## src/rtl/pe_stream_pkg.sv

```systemverilog
// Shared field layout and FSM encoding for the PE input streamer.
// Covers the command word, the input_port message and the controller states.
package pe_stream_pkg;

    localparam int unsigned CMD_W        = 25;
    localparam int unsigned CMD_BASE_LSB = 0;
    localparam int unsigned CMD_BASE_W   = 16;
    localparam int unsigned CMD_NUM_LSB  = 16;
    localparam int unsigned CMD_NUM_W    = 8;
    localparam int unsigned CMD_BANK_BIT = 24;

    localparam int unsigned DATA_W   = 128;
    localparam int unsigned IDX_LSB  = 128;
    localparam int unsigned IDX_W    = 8;
    localparam int unsigned BANK_BIT = 136;
    localparam int unsigned LAST_BIT = 137;
    localparam int unsigned MSG_W    = 138;

    localparam logic [1:0] StIdle = 2'd0;
    localparam logic [1:0] StRun  = 2'd1;
    localparam logic [1:0] StDone = 2'd2;

    function automatic logic [MSG_W-1:0] pack_msg(input logic [DATA_W-1:0] data,
                                                  input logic [IDX_W-1:0]  idx,
                                                  input logic              bank,
                                                  input logic              last);
        logic [MSG_W-1:0] msg;
        msg                         = '0;
        msg[DATA_W-1:0]             = data;
        msg[IDX_LSB +: IDX_W]       = idx;
        msg[BANK_BIT]               = bank;
        msg[LAST_BIT]               = last;
        return msg;
    endfunction

endpackage

```

## src/rtl/pe_stream_fifo.sv

```systemverilog
// Synchronous FIFO for memory read data; head is visible combinationally.
// DEPTH must be a power of two so the pointers wrap naturally.
module pe_stream_fifo #(
    parameter int unsigned WIDTH = 128,
    parameter int unsigned DEPTH = 4
) (
    input  logic                     clk,
    input  logic                     rst,
    input  logic                     push_i,
    input  logic [WIDTH-1:0]         push_data_i,
    input  logic                     pop_i,
    output logic [WIDTH-1:0]         head_o,
    output logic [$clog2(DEPTH):0]   count_o,
    output logic                     full_o,
    output logic                     empty_o
);

    localparam int unsigned PTR_W = $clog2(DEPTH);

    logic [PTR_W-1:0] wr_ptr_q, wr_ptr_d;
    logic [PTR_W-1:0] rd_ptr_q, rd_ptr_d;
    logic [PTR_W:0]   count_q, count_d;
    logic [WIDTH-1:0] mem_q [DEPTH];
    logic             wr_en, rd_en;

    assign full_o  = (count_q == (PTR_W+1)'(DEPTH));
    assign empty_o = (count_q == '0);
    assign count_o = count_q;
    assign head_o  = mem_q[rd_ptr_q];

    assign wr_en = push_i & ~full_o;
    assign rd_en = pop_i & ~empty_o;

    always_comb begin
        wr_ptr_d = wr_ptr_q + PTR_W'(wr_en);
        rd_ptr_d = rd_ptr_q + PTR_W'(rd_en);
        count_d  = count_q + (PTR_W+1)'(wr_en) - (PTR_W+1)'(rd_en);
    end

    always_ff @(posedge clk or negedge rst) begin
        if (!rst) begin
            wr_ptr_q <= '0;
            rd_ptr_q <= '0;
            count_q  <= '0;
        end else begin
            wr_ptr_q <= wr_ptr_d;
            rd_ptr_q <= rd_ptr_d;
            count_q  <= count_d;
        end
    end

    always_ff @(posedge clk) begin
        if (wr_en) begin
            mem_q[wr_ptr_q] <= push_data_i;
        end
    end

endmodule

```

## src/rtl/pe_input_streamer.sv

```systemverilog
// Streams num_vec vectors from the global buffer into the PE input_port.
// Outstanding reads are capped by FIFO space, so responses never need back-pressure.
module pe_input_streamer
    import pe_stream_pkg::*;
#(
    parameter int unsigned ADDR_W     = 16,
    parameter int unsigned FIFO_DEPTH = 4
) (
    input  logic               clk,
    input  logic               rst,
    input  logic [CMD_W-1:0]   cmd_msg,
    input  logic               cmd_val,
    output logic               cmd_rdy,
    output logic [ADDR_W-1:0]  mem_req_addr,
    output logic               mem_req_val,
    input  logic               mem_req_rdy,
    input  logic [DATA_W-1:0]  mem_rsp_data,
    input  logic               mem_rsp_val,
    output logic [MSG_W-1:0]   input_port_msg,
    output logic               input_port_val,
    input  logic               input_port_rdy,
    output logic               done_msg,
    output logic               done_val,
    input  logic               done_rdy
);

    localparam int unsigned CNT_W = $clog2(FIFO_DEPTH) + 1;

    logic [1:0]        state_q, state_d;
    logic [ADDR_W-1:0] base_q, base_d;
    logic [7:0]        num_q, num_d;
    logic              bank_q, bank_d;
    logic [7:0]        issue_cnt_q, issue_cnt_d;
    logic [7:0]        out_cnt_q, out_cnt_d;
    logic [CNT_W-1:0]  inflight_q, inflight_d;
    logic              req_val_q, req_val_d;
    logic [ADDR_W-1:0] req_addr_q, req_addr_d;

    logic [CNT_W-1:0]  fifo_count;
    logic              fifo_full, fifo_empty;
    logic [DATA_W-1:0] fifo_head;
    logic              cmd_fire, req_fire, rsp_push, beat_fire, beat_last;
    logic [CNT_W:0]    used;

    assign cmd_rdy        = (state_q == StIdle);
    assign cmd_fire       = cmd_val & cmd_rdy;
    assign req_fire       = req_val_q & mem_req_rdy;
    assign rsp_push       = mem_rsp_val & (inflight_q != '0);
    assign input_port_val = ~fifo_empty;
    assign beat_fire      = input_port_val & input_port_rdy;
    assign beat_last      = (out_cnt_q == num_q - 8'd1);
    assign input_port_msg = input_port_val ? pack_msg(fifo_head, out_cnt_q, bank_q, beat_last)
                                           : '0;
    assign mem_req_val    = req_val_q;
    assign mem_req_addr   = req_addr_q;
    assign done_val       = (state_q == StDone);
    assign done_msg       = 1'b1;

    // A pending request already holds a credit; pops this cycle are deliberately not counted.
    assign used = {1'b0, fifo_count} + {1'b0, inflight_q} + (CNT_W+1)'(req_fire);

    always_comb begin
        state_d     = state_q;
        base_d      = base_q;
        num_d       = num_q;
        bank_d      = bank_q;
        issue_cnt_d = issue_cnt_q + 8'(req_fire);
        out_cnt_d   = out_cnt_q + 8'(beat_fire);
        inflight_d  = inflight_q + CNT_W'(req_fire) - CNT_W'(rsp_push);
        req_val_d   = req_val_q;
        req_addr_d  = req_addr_q;

        if (!(req_val_q && !mem_req_rdy)) begin
            req_val_d = (state_q == StRun) && (issue_cnt_d < num_q) &&
                        (used < (CNT_W+1)'(FIFO_DEPTH));
            if (req_val_d) begin
                req_addr_d = base_q + ADDR_W'(issue_cnt_d);
            end
        end

        case (state_q)
            StIdle: begin
                if (cmd_fire) begin
                    base_d      = ADDR_W'(cmd_msg[CMD_BASE_LSB +: CMD_BASE_W]);
                    num_d       = cmd_msg[CMD_NUM_LSB +: CMD_NUM_W];
                    bank_d      = cmd_msg[CMD_BANK_BIT];
                    issue_cnt_d = '0;
                    out_cnt_d   = '0;
                    if (cmd_msg[CMD_NUM_LSB +: CMD_NUM_W] == '0) begin
                        state_d = StDone;
                    end else begin
                        state_d    = StRun;
                        req_val_d  = 1'b1;
                        req_addr_d = ADDR_W'(cmd_msg[CMD_BASE_LSB +: CMD_BASE_W]);
                    end
                end
            end
            StRun: begin
                if (beat_fire && beat_last) begin
                    state_d = StDone;
                end
            end
            StDone: begin
                if (done_rdy) begin
                    state_d = StIdle;
                end
            end
            default: state_d = StIdle;
        endcase
    end

    always_ff @(posedge clk or negedge rst) begin
        if (!rst) begin
            state_q     <= StIdle;
            base_q      <= '0;
            num_q       <= '0;
            bank_q      <= 1'b0;
            issue_cnt_q <= '0;
            out_cnt_q   <= '0;
            inflight_q  <= '0;
            req_val_q   <= 1'b0;
            req_addr_q  <= '0;
        end else begin
            state_q     <= state_d;
            base_q      <= base_d;
            num_q       <= num_d;
            bank_q      <= bank_d;
            issue_cnt_q <= issue_cnt_d;
            out_cnt_q   <= out_cnt_d;
            inflight_q  <= inflight_d;
            req_val_q   <= req_val_d;
            req_addr_q  <= req_addr_d;
        end
    end

    pe_stream_fifo #(
        .WIDTH (DATA_W),
        .DEPTH (FIFO_DEPTH)
    ) u_rsp_fifo (
        .clk         (clk),
        .rst         (rst),
        .push_i      (rsp_push),
        .push_data_i (mem_rsp_data),
        .pop_i       (beat_fire),
        .head_o      (fifo_head),
        .count_o     (fifo_count),
        .full_o      (fifo_full),
        .empty_o     (fifo_empty)
    );

    rsp_needs_inflight: assert property (@(posedge clk) disable iff (!rst)
        !(mem_rsp_val && inflight_q == '0));
    no_fifo_overflow: assert property (@(posedge clk) disable iff (!rst)
        !(rsp_push && fifo_full && !beat_fire));

endmodule
```

## config.mk

```make
export PLATFORM = sky130hd
export DESIGN_NAME = pe_input_streamer
export DESIGN_NICKNAME = d
export VERILOG_FILES = /design/src/rtl/pe_stream_pkg.sv /design/src/rtl/pe_stream_fifo.sv /design/src/rtl/pe_input_streamer.sv
export SDC_FILE = /design/constraint.sdc
export NUM_CORES = 1
export LEC_CHECK = 0
export CORE_MARGIN = 2
export CORE_UTILIZATION = 59
export DETAILED_ROUTE_END_ITERATION = 8
export PLACE_DENSITY_LB_ADDON = 0.2
export SYNTH_ARGS = -nofsm -noshare
export SYNTH_HDL_FRONTEND = slang
export SYNTH_SLANG_ARGS = --single-unit
```

## constraint.sdc

```tcl
create_clock -name clk -period 16.9 [get_ports clk]
set_clock_uncertainty 0.05 [all_clocks]
set_input_delay 3.38 -clock clk [delete_from_list [all_inputs] [get_ports clk]]
set_output_delay 3.38 -clock clk [all_outputs]
set_load 0.02 [all_outputs]
```

==> flow_metrics.py <==
metrics = {
    "worst_setup_path": {
        "endpoint_kind": "output port",
        "worstPathMaxFanout": 35,
        "start_kind": "flip-flop",
        "rrSetupSlack_ps": 12780,
        "critPathRequiredTime_ps": 13470,
        "path_class": "reg -> out",
        "arrival_ps": 4130,
    },
    "synth": {
        "synth.distinct_cells": 58,
        "avgSynthCellArea_um2": 19.2,
        "synth_seq_cells": 582,
        "async_flop_share_pct": 12.0,
        "synth_edf_count": 512,
        "ys_top_cells_by_area": "edfxtp_1, mux4_2, dfrtp_1",
        "yosysSeqAreaShare_pct": 73.4,
        "yosysTopAreaCellShare_pct": 65.9,
        "synthesis.area_um2": 23300,
        "synth_largest_area_cell": "edfxtp_1",
        "synthCells": 1215,
        "synth_warnings": 0,
        "ys.flop_type": "edfxtp_1",
        "syn_nets": 1407,
    },
    "die": {
        "row_count": 72,
        "core_area_um2": 38800,
        "floorplan.die_area_um2": 41200,
        "chipHeight_um": 203,
        "die_w_um": 203,
        "ioPinCount": 319,
        "initial_utilization_pct": 60.1,
    },
    "power": {
        "p_leak_nw": 9.96,
        "power.density_nw_per_um2": 185,
        "p_clk_share_pct": 22.8,
        "p_comb_share_pct": 38.9,
        "sw_frac_of_total_pct": 32.2,
        "ir_worst_vdd_mv": 0.166,
        "total_power_mw": 5.34,
        "seq_power_share_pct": 38.3,
        "switchingPower_mw": 1.72,
        "intPower_mw": 3.62,
    },
    "clock_network": {
        "numCtsBuffers": 56,
        "htree_levels": 2,
        "clock_path_buffers": 3,
        "worstSkewPairLatency_ps": 600,
        "post_cts_resized": 0,
        "cts_root_buffer": "clkbuf_16",
        "clkTransAtPathRegs_ps": 60,
        "postCtsSetupBuffers": 0,
        "hold_buffers": 0,
        "cts_tree": "done",
        "clock-sinks": 582,
    },
    "placed_design": {
        "gp_congestion": 0.887,
        "place_ws_ps": 9830,
        "port-buffer-count": 317,
        "post-dp-hpwl_um": 30000,
        "dpl_cell_area_um2": 27100,
    },
    "timing": {
        "maxSlewViolCount": 0,
        "final-setup-viol-count": 0,
        "setup_tns_ps": 0,
        "hold_violations": 0,
        "fin_crit_ps": 7560,
        "period_share_pct": 44.8,
        "fin_ws_ps": 9340,
        "relSlewSlack_pct": 25.0,
        "worst_slew_pin_slew_ps": 1120,
        "rsz0062_at_grt": "false",
        "max_clock_freq_mhz": 132,
    },
    "detailed_routing": {
        "wire_per_inst_um": 22.9,
        "drc": 0,
        "vias": 12300,
        "viasPerCell": 5.78,
        "antenna_left": 0,
        "drt_iter0_markers": 749,
        "drtPass1Iterations": 5,
        "finalWirelength_um": 48600,
    },
    "global_route": {
        "grt_max_degree": 73,
        "track_usage_pct": 23.9,
        "first_global_vias": 12700,
        "grt_pass1_wl_um": 73900,
        "grt-ovfl-total": 0,
        "antenna_found_initial": 9,
    },
    "layout": {
        "utilization_pct": 74.4,
        "drive_gt1_share_pct": 16.3,
        "design_area_um2": 28900,
        "layout_common_cells": "edfxtp_1, clkdlybuf4s50_1, and2_1",
        "areaGrowthSynthToFinish_pct": 23.8,
        "mostFrequentLayoutCell": "edfxtp_1",
        "nets": 1743,
    },
    "status": {
        "status": "finished clean",
    },
    "flow_run": {
        "maxCapViolCount": 0,
    },
    "min_path": {
        "min_path_type": "reg -> reg",
    },
}
## cell families after synthesis
group,synth area share (%)
AO/OA/AOI/OAI,1.98
XOR/XNOR,1.46
adder cells (fa/ha/maj),1.81
buffers and inverters,1.34
flip-flops,73.4
multiplexers,13.6
other,0.0161
AND/OR/NAND/NOR,6.40
## layout make-up
cell class                 count  area, µm²
clock inverter                34        293
sequential                   582      17100
inverter                      23       87.6
timing repair buffer         332       3280
clock buffer                  72       1510
tap                          518        648
multi-input combinational    556       5920
antenna                        4       10.0
fill                        2266       9940
## power by group through the flow
stage	combinational [mW]	sequential [mW]	clock (mW)
finish	2.08	2.05	1.22
global route	2.21	2.08	1.30
CTS	2.11	2.05	1.25
detailed placement	2.09	2.08	0
global placement	2.08	2.06	0
floorplan	1.27	2.06	0
## final timing paths
path                                              from                     end  depth (start not counted)
worst max-delay path            u_rsp_fifo.rd_ptr_q[0]      input_port_msg[43]                          5
worst min-delay path                         base_q[0]               base_q[0]                          1
worst max register to register   u_rsp_fifo.count_o[2]   u_rsp_fifo.count_o[2]                         12
worst min register to register               base_q[0]               base_q[0]                          1
max in group asynchronous                          rst  u_rsp_fifo.rd_ptr_q[0]                          2
min in group asynchronous                          rst            out_cnt_q[4]                          2
## registers in the layout, summed over array words and instances, names as in the netlist
name and flops:
bank_q 1, issue_cnt_q 8, mem_req_addr 16, u_rsp_fifo.wr_ptr_q 2, num_q 8, out_cnt_q 8, u_rsp_fifo.mem_q 512, state_q 2
mem_req_val 1, base_q 16, u_rsp_fifo.count_o 3, u_rsp_fifo.rd_ptr_q 2, inflight_q 3
## metrics by stage
step | hold slack (ps) | cells
4_1_cts | 471 | 2117
2_1_floorplan | 414 | 1215
3_3_place_gp | 439 | 2011
6_report | 470 | 2121
5_1_grt | 493 | 2121
3_5_place_dp | 457 | 2011
## critical path, stage by stage (launching register included)
cell and delay (ps):
dfrtp_4 810, buf_4 630, buf_4 680, mux4_2 620, and2_1 180, clkdlybuf4s50_1 540
## synth_stat cells (2+ instances only)
library cell  instances
nand2_1              34
clkbuf_1             28
inv_1                23
edfxtp_1            512
mux4_2              128
nor2_1               28
o21ai_0              20
xnor2_1              23
nand3_1              17
o211ai_1              3
dfrtp_1              70
o31a_1                2
buf_2                15
o2bb2ai_1             2
nor3b_1               4
nor4_1                2
and4_1                2
nor2b_1              12
xor2_1               16
a21oi_1              16
a211o_1               2
a21boi_0              3
ha_1                 29
or4_1                 2
and3_1                6
a211oi_1              4
mux2_2               17
o31ai_1               4
mux2_4                2
buf_1                10
and2_1              138
nor3_1                5
fa_1                  3
mux2i_1               7
nand4_1               3
## metal layers
metal / track usage, % / routed length, µm / vias up
met5: 0 / 69 / -
met4: 7.98 / 1220 / 10
met3: 5.33 / 3620 / 86
met2: 39.1 / 24200 / 427
met1: 32.4 / 19400 / 6268
li1: - / - / 5465
Power figures use the tool's default switching activity.
